==> src/rtl/seqgen_tx.sv <==
// Serial bit-pattern transmitter: shifts a latched pattern out MSB-first on x.
// Define SEQGEN_REPEAT_EN to build frame repetition with programmable idle gaps.
module seqgen_tx #(
    parameter int   WIDTH    = 8,
    parameter int   LENW     = 4,
    parameter logic IDLE_BIT = 1'b0
) (
    input  logic             clk,
    input  logic             rst,
    input  logic             start,
    input  logic [WIDTH-1:0] pattern,
    input  logic [LENW-1:0]  len,
    input  logic [3:0]       repeat_cnt,
    input  logic [3:0]       gap,
    output logic             ready,
    output logic             x,
    output logic             x_valid,
    output logic             done
);

    localparam int IDXW = (WIDTH > 1) ? $clog2(WIDTH) : 1;

    typedef enum logic [1:0] {
        ST_IDLE,
        ST_SHIFT
`ifdef SEQGEN_REPEAT_EN
        , ST_GAP
`endif
    } state_t;

    state_t            state_q, state_d;
    logic [WIDTH-1:0]  pattern_q, pattern_d;
    logic [IDXW-1:0]   idx_q, idx_d;
    logic              x_q, x_d;
    logic              x_valid_q, x_valid_d;
    logic              done_q, done_d;

    logic [LENW-1:0]   len_clamped;
    logic [IDXW-1:0]   start_idx;
    logic [IDXW-1:0]   idx_dec;

`ifdef SEQGEN_REPEAT_EN
    logic [IDXW-1:0]   len_m1_q, len_m1_d;
    logic [4:0]        frames_q, frames_d;
    logic [3:0]        gap_q, gap_d;
    logic [3:0]        gap_cnt_q, gap_cnt_d;
`else
    logic              unused_cfg;
    assign unused_cfg = ^{repeat_cnt, gap};
`endif

    assign len_clamped = (len > LENW'(WIDTH)) ? LENW'(WIDTH) : len;
    assign start_idx   = IDXW'(len_clamped - LENW'(1));
    assign idx_dec     = idx_q - IDXW'(1);

    // NOTE: every *_d gets a default before the case, so no path can infer a latch.
    always_comb begin
        state_d   = state_q;
        pattern_d = pattern_q;
        idx_d     = idx_q;
        x_d       = IDLE_BIT;
        x_valid_d = 1'b0;
        done_d    = 1'b0;
`ifdef SEQGEN_REPEAT_EN
        len_m1_d  = len_m1_q;
        frames_d  = frames_q;
        gap_d     = gap_q;
        gap_cnt_d = gap_cnt_q;
`endif
        case (state_q)
            ST_IDLE: begin
                if (start) begin
                    pattern_d = pattern;
`ifdef SEQGEN_REPEAT_EN
                    len_m1_d  = start_idx;
                    frames_d  = 5'(repeat_cnt) + 5'd1;
                    gap_d     = gap;
`endif
                    if (len_clamped != '0) begin
                        state_d   = ST_SHIFT;
                        idx_d     = start_idx;
                        x_d       = pattern[start_idx];
                        x_valid_d = 1'b1;
                    end else begin
                        done_d    = 1'b1;
                    end
                end
            end
            ST_SHIFT: begin
                // idx_q names the bit on x this cycle; x_d presents the next one.
                if (idx_q != '0) begin
                    idx_d     = idx_dec;
                    x_d       = pattern_q[idx_dec];
                    x_valid_d = 1'b1;
                end else begin
`ifdef SEQGEN_REPEAT_EN
                    if (frames_q > 5'd1) begin
                        frames_d = frames_q - 5'd1;
                        if (gap_q != '0) begin
                            state_d   = ST_GAP;
                            gap_cnt_d = gap_q - 4'd1;
                        end else begin
                            idx_d     = len_m1_q;
                            x_d       = pattern_q[len_m1_q];
                            x_valid_d = 1'b1;
                        end
                    end else begin
                        state_d  = ST_IDLE;
                        frames_d = '0;
                        done_d   = 1'b1;
                    end
`else
                    state_d = ST_IDLE;
                    done_d  = 1'b1;
`endif
                end
            end
`ifdef SEQGEN_REPEAT_EN
            ST_GAP: begin
                if (gap_cnt_q != '0) begin
                    gap_cnt_d = gap_cnt_q - 4'd1;
                end else begin
                    state_d   = ST_SHIFT;
                    idx_d     = len_m1_q;
                    x_d       = pattern_q[len_m1_q];
                    x_valid_d = 1'b1;
                end
            end
`endif
            default: state_d = ST_IDLE;
        endcase
    end

    // NOTE: sequential state uses non-blocking assignments only.
    always_ff @(posedge clk) begin
        if (rst) begin
            state_q   <= ST_IDLE;
            pattern_q <= '0;
            idx_q     <= '0;
            x_q       <= IDLE_BIT;
            x_valid_q <= 1'b0;
            done_q    <= 1'b0;
`ifdef SEQGEN_REPEAT_EN
            len_m1_q  <= '0;
            frames_q  <= '0;
            gap_q     <= '0;
            gap_cnt_q <= '0;
`endif
        end else begin
            state_q   <= state_d;
            pattern_q <= pattern_d;
            idx_q     <= idx_d;
            x_q       <= x_d;
            x_valid_q <= x_valid_d;
            done_q    <= done_d;
`ifdef SEQGEN_REPEAT_EN
            len_m1_q  <= len_m1_d;
            frames_q  <= frames_d;
            gap_q     <= gap_d;
            gap_cnt_q <= gap_cnt_d;
`endif
        end
    end

    assign ready   = (state_q == ST_IDLE);
    assign x       = x_q;
    assign x_valid = x_valid_q;
    assign done    = done_q;

endmodule

==> config.mk <==
export PLATFORM = sky130hd
export DESIGN_NAME = seqgen_tx
export DESIGN_NICKNAME = d
export VERILOG_FILES = /design/src/rtl/seqgen_tx.sv
export SDC_FILE = /design/constraint.sdc
export NUM_CORES = 1
export LEC_CHECK = 0
export CAP_MARGIN = 10
export CORE_MARGIN = 3
export CORE_UTILIZATION = 47
export DETAILED_ROUTE_END_ITERATION = 10
export GPL_ROUTABILITY_DRIVEN = 0
export MAX_ROUTING_LAYER = met4
export PLACE_DENSITY = 0.93
export SLEW_MARGIN = 20
export SYNTH_ARGS = -nofsm -noshare
export SYNTH_HDL_FRONTEND = slang
export SYNTH_SLANG_ARGS = --single-unit
==> constraint.sdc <==
create_clock -name clk -period 4.9 [get_ports clk]
set_input_delay 0.98 -clock clk [delete_from_list [all_inputs] [get_ports clk]]
set_output_delay 0.98 -clock clk [all_outputs]
set_load 0.02 [all_outputs]
== Word level (Yosys, flattened, before mapping) ==
Cells that the tools add are included.
Cells by class
  reductions and logical operators: 7
  muxes and demuxes: 25
  bitwise logic cells: 0
  multipliers: 0
  div/mod/pow operators: 0
  equal/unequal tests: 5
  $add $sub $neg: 2
  shift operators: 0
  order comparisons: 3
Operators with widths (count)
  $mux W1: 11
  $mux W3: 3
  $lt A3 B4 Y1 const B: 2
  $bmux W1 S3: 2
  $mux W2: 3
  $ne A2 B2 Y1 const B: 3
  $pmux W1 S2: 3
  $pmux W3 S2: 1
  $sub A3 B1 Y3 const B: 2
  $gt A4 B4 Y1 const B: 1
  $mux W4: 1
  $pmux W2 S2: 1
  $reduce_and A4 Y1: 1
  $reduce_bool A4 Y1: 1
  $reduce_and A3 Y1: 1
  $reduce_bool A3 Y1: 1
  $eq A2 B1 Y1 const B: 1
  $logic_not A2 Y1: 1
  $ne A2 B1 Y1 const B: 1
  $reduce_and A2 Y1: 1
  $reduce_bool A2 Y1: 1
Word-level totals
  register bits after elaboration: 16
  memory bits (read-only): 0
  memory bits (writable): 0
  logic and storage cells: 48
  bits of input ports: 23
  memories kept: 0
  output and inout bits: 4
  latch bits: 0

== Depth between registers and ports, before layout ==
  depth in word-level cells: 8
  gate-level depth with buffers: 6
  gate-level depth less buffers: 6

== Worst setup path before layout ==
No wires, ideal clock.
  path type: input to register
  start: in len[3]
  end: reg x_q, in the netlist x
  setup slack: 2.611 ns
  setup time: 0.126 ns
  data required time: 4.774 ns
  stages on the path: 5
  buffers on the path: 0
  arrival: 2.163 ns
  cells stage by stage: nand2b_4 ha_1 mux4_1 mux2i_1 o41ai_1
Between the ends
  cells in the longest elaborated chain, start to end: 8
  elaborated cells on any way between the ends: 9
  those cells by class: 1 x add/sub; 1 x order compare; 6 x mux; 1 x reduce/logical
RTL lines
  from (decl): RTL line 12  | input logic [LENW-1:0] len,
  $gt A4 B4 Y1: RTL line 52  | assign len_clamped = (len > LENW'(WIDTH)) ? LENW'(WIDTH) : len;
  $mux W4 *: RTL line 52
  $sub A3 B1 Y3: RTL line 53  | assign start_idx = IDXW'(len_clamped - LENW'(1));
  $bmux W1 S3: RTL line 82  | x_d = pattern[start_idx];
  $mux W1 (not written as such): RTL line 82
  $mux W1 *: RTL line 79  | if (len_clamped != '0) begin
  $mux W1 *: RTL line 72  | if (start) begin
  $pmux W1 S2 *: RTL line 70  | case (state_q)
  to (signal assigned): RTL line 140  | x_q <= IDLE_BIT;
  to (signal assigned): RTL line 153  | x_q <= x_d;
  to (decl): RTL line 34  | logic x_q, x_d;
Mark *: on every way between the ends. The rest lies on a longest branch, timed or not. The select of a mux whose other input is x is not followed.
A chain may end at the register's enable or synchronous reset.

== Worst setup path after layout ==
Same ends and word-level chain as after synthesis.

==> results.txt <==
Pwr dens - 290 nW/um^2
Ys Warns - 0
Final WL - 1580 um
Flop2flop setup slack - 3090 ps
WHS Path Cells - 2
Root Driver - clkbuf_4
Core Area - 1560 sq um
Max Fanout on Critical Path - 4
Clk Latency, worst-skew pair - 270 ps
Setup bufs post-CTS - 0
Crit path time final - 2650 ps
First-pass GRT wire length - 2640 um
Final WS setup - 2250 ps
Top Ports - 27
CTS Buf Count - 3
FF-to-FF End - x
Max Slew Vio Count - 0
Antenna cell count - 0
Synth Area per Inst - 9.49 sq um
Pleak - 0.397 nW
Unrepaired setup endpoints after global routing - false
Vias in the first global route - 571
Detail Placement HPWL - 1190 um
Worst Path Required - 5050 ps
DR DRC count - 0
Netlist cell types - 24
Share of layout cells above drive strength 1 - 0.0971
Initial antenna violation count - 0
H-tree lvl count - 1
Yosys reg bits - 15
All-layer global routing usage - 0.174
Synth top area cells - dfxtp_1 (37%), nand2_1 (8.4%), mux4_1 (6.5%)
Area growth syn-to-layout - 25.7%
Die height - 47.4 um
Mapped Area - 807 sq um
EDFF count, synth - 0
Arr. time, crit path - 2800 ps
GRT overflow - 0
DRT antenna net count - 0
Status - complete, no violations
Max Fclk - 377 MHz
Share of the synthesized area in the top cell type - 0.372
Vias per inst - 5.50
Synthesized Nets - 111
First-pass iteration count of the detailed router - 4
Most common cell in the netlist - nand2_1
Number of hold violations in the final report - 0
Final setup viols - 0
# hold bufs at CTS - 0
Routed WL per cell - 13.2 um
Pre-CTS setup slack - 1950 ps
Synth area leader - dfxtp_1
Largest net degree at the start of global routing - 17
Starting DRT DRC Count - 11
Kind of critical path - in -> reg
Clock sink count - 15
Relative slew slack - 0.579
Worst Setup EP - x
Share of synthesized registers carrying an async set or reset - 0
Initial core utilization - 0.518
Synth cell count leaders - nand2_1 (18), dfxtp_1 (15), a21oi_1 (10)
Cells after Synth - 85
Critical path endpoint category - register
Reg clk slew, reported paths - 90 ps
FF-to-FF Start - idx_q[0]
TritonCTS clock tree - done
Worst Tran Pin Value - 630 ps
Startpoint Class - primary input
Final nets - 130
Crit share post-route - 0.541
FP Rows - 14
VDD IR max - 0.190 mV
Sequential area share after synthesis - 0.372
Width of the die - 47.4 um
R2R depth - 6
CTS Buffer Depth - 2
Maximum Capacitance Violations - 0
Port bufs - 18
Worst Setup SP - len[3]
# fillers - 137
Post-CTS Resized - 0
Total number of vias - 655
HP Class - reg -> reg
Top_reg_cell synth - dfxtp_1
Skew final - 7.47 ps
Total Neg Setup Slack - 0 ps
Die ar. - 2250 sq um
worst max-delay path, stage by stage:
cell,delay [ps]
clkdlybuf4s50_1,460
nand2b_4,190
ha_1,360
mux4_1,570
mux2i_1,160
o41ai_1,80
power breakdown:
part	internal (mW)	switching, mW
Clock	0.0315	0.0365
Combinational	0.0475	0.0389
Sequential	0.132	0.00805
stage by stage:
| stage | utilization | instance area, sq um | hold WS (ps) | power [mW] | cells |
|---|---|---|---|---|---|
| global placement | 0.634 | 988 | 442 | 0.227 | 115 |
| floorplan | - | 807 | 427 | 0.201 | 85 |
| detailed placement | 0.634 | 988 | 447 | 0.230 | 115 |
| CTS | 0.651 | 1010 | 460 | 0.298 | 119 |
| finish | 0.651 | 1010 | 463 | 0.295 | 119 |
| global route | 0.651 | 1010 | 488 | 0.315 | 119 |
placed cells by master (no fill, tap or decap), drive strengths merged, types with 2 or more instances in the layout:
master         instances
nand2                 18
mux4                   4
dfxtp                 15
mux2i                  4
nor2                   7
nand2b                 5
ha                     3
inv                    3
a21oi                 10
xnor2                  2
clkbuf                 4
clkdlybuf4s50         18
sequential cells by signal, summed over array words and instances, names as in the netlist:
register   cells
pattern_q      8
idx_q          3
done           1
state_q        1
x              1
x_valid        1
per-layer routing:
layer | wire (um) | up-vias | global-route usage
li1 | - | 332 | -
met1 | 692 | 295 | 0.231
met2 | 753 | 28 | 0.273
met3 | 131 | 0 | 0.0338
met4 | 0 | 0 | 0.0387
met5 | 0 | - | -
worst min path at each step:
| stage | end | start |
|---|---|---|
| after detailed placement | pattern_q[7] | pattern_q[7] |
| after floorplan | pattern_q[6] | pattern_q[6] |
| after global placement | pattern_q[1] | pattern_q[1] |
| after global routing | pattern_q[1] | pattern_q[1] |
| final | pattern_q[2] | pattern_q[2] |
| after CTS | pattern_q[7] | pattern_q[7] |
cells by family after synthesis:
logic type,Yosys count,share of synthesized area
buffers and inverters,7,0.0372
xor gates and xnor gates,2,0.0217
AOI/OAI and AO/OA,16,0.133
adders and majority gates,3,0.0465
muxes,9,0.184
and+or+nand+nor,33,0.205
DFF,15,0.372
area by class of cell:
| class | instances | area [sq um] | area share |
|---|---|---|---|
| Multi-Input combinational cell | 63 | 477 | 0.470 |
| Sequential cell | 15 | 300 | 0.296 |
| Timing Repair Buffer | 18 | 180 | 0.178 |
| Clock buffer | 4 | 26.3 | 0.0259 |
| Tap cell | 16 | 20.0 | 0.0197 |
| Inverter | 3 | 11.3 | 0.0111 |
Note: power is estimated with default switching activity, not from simulation.
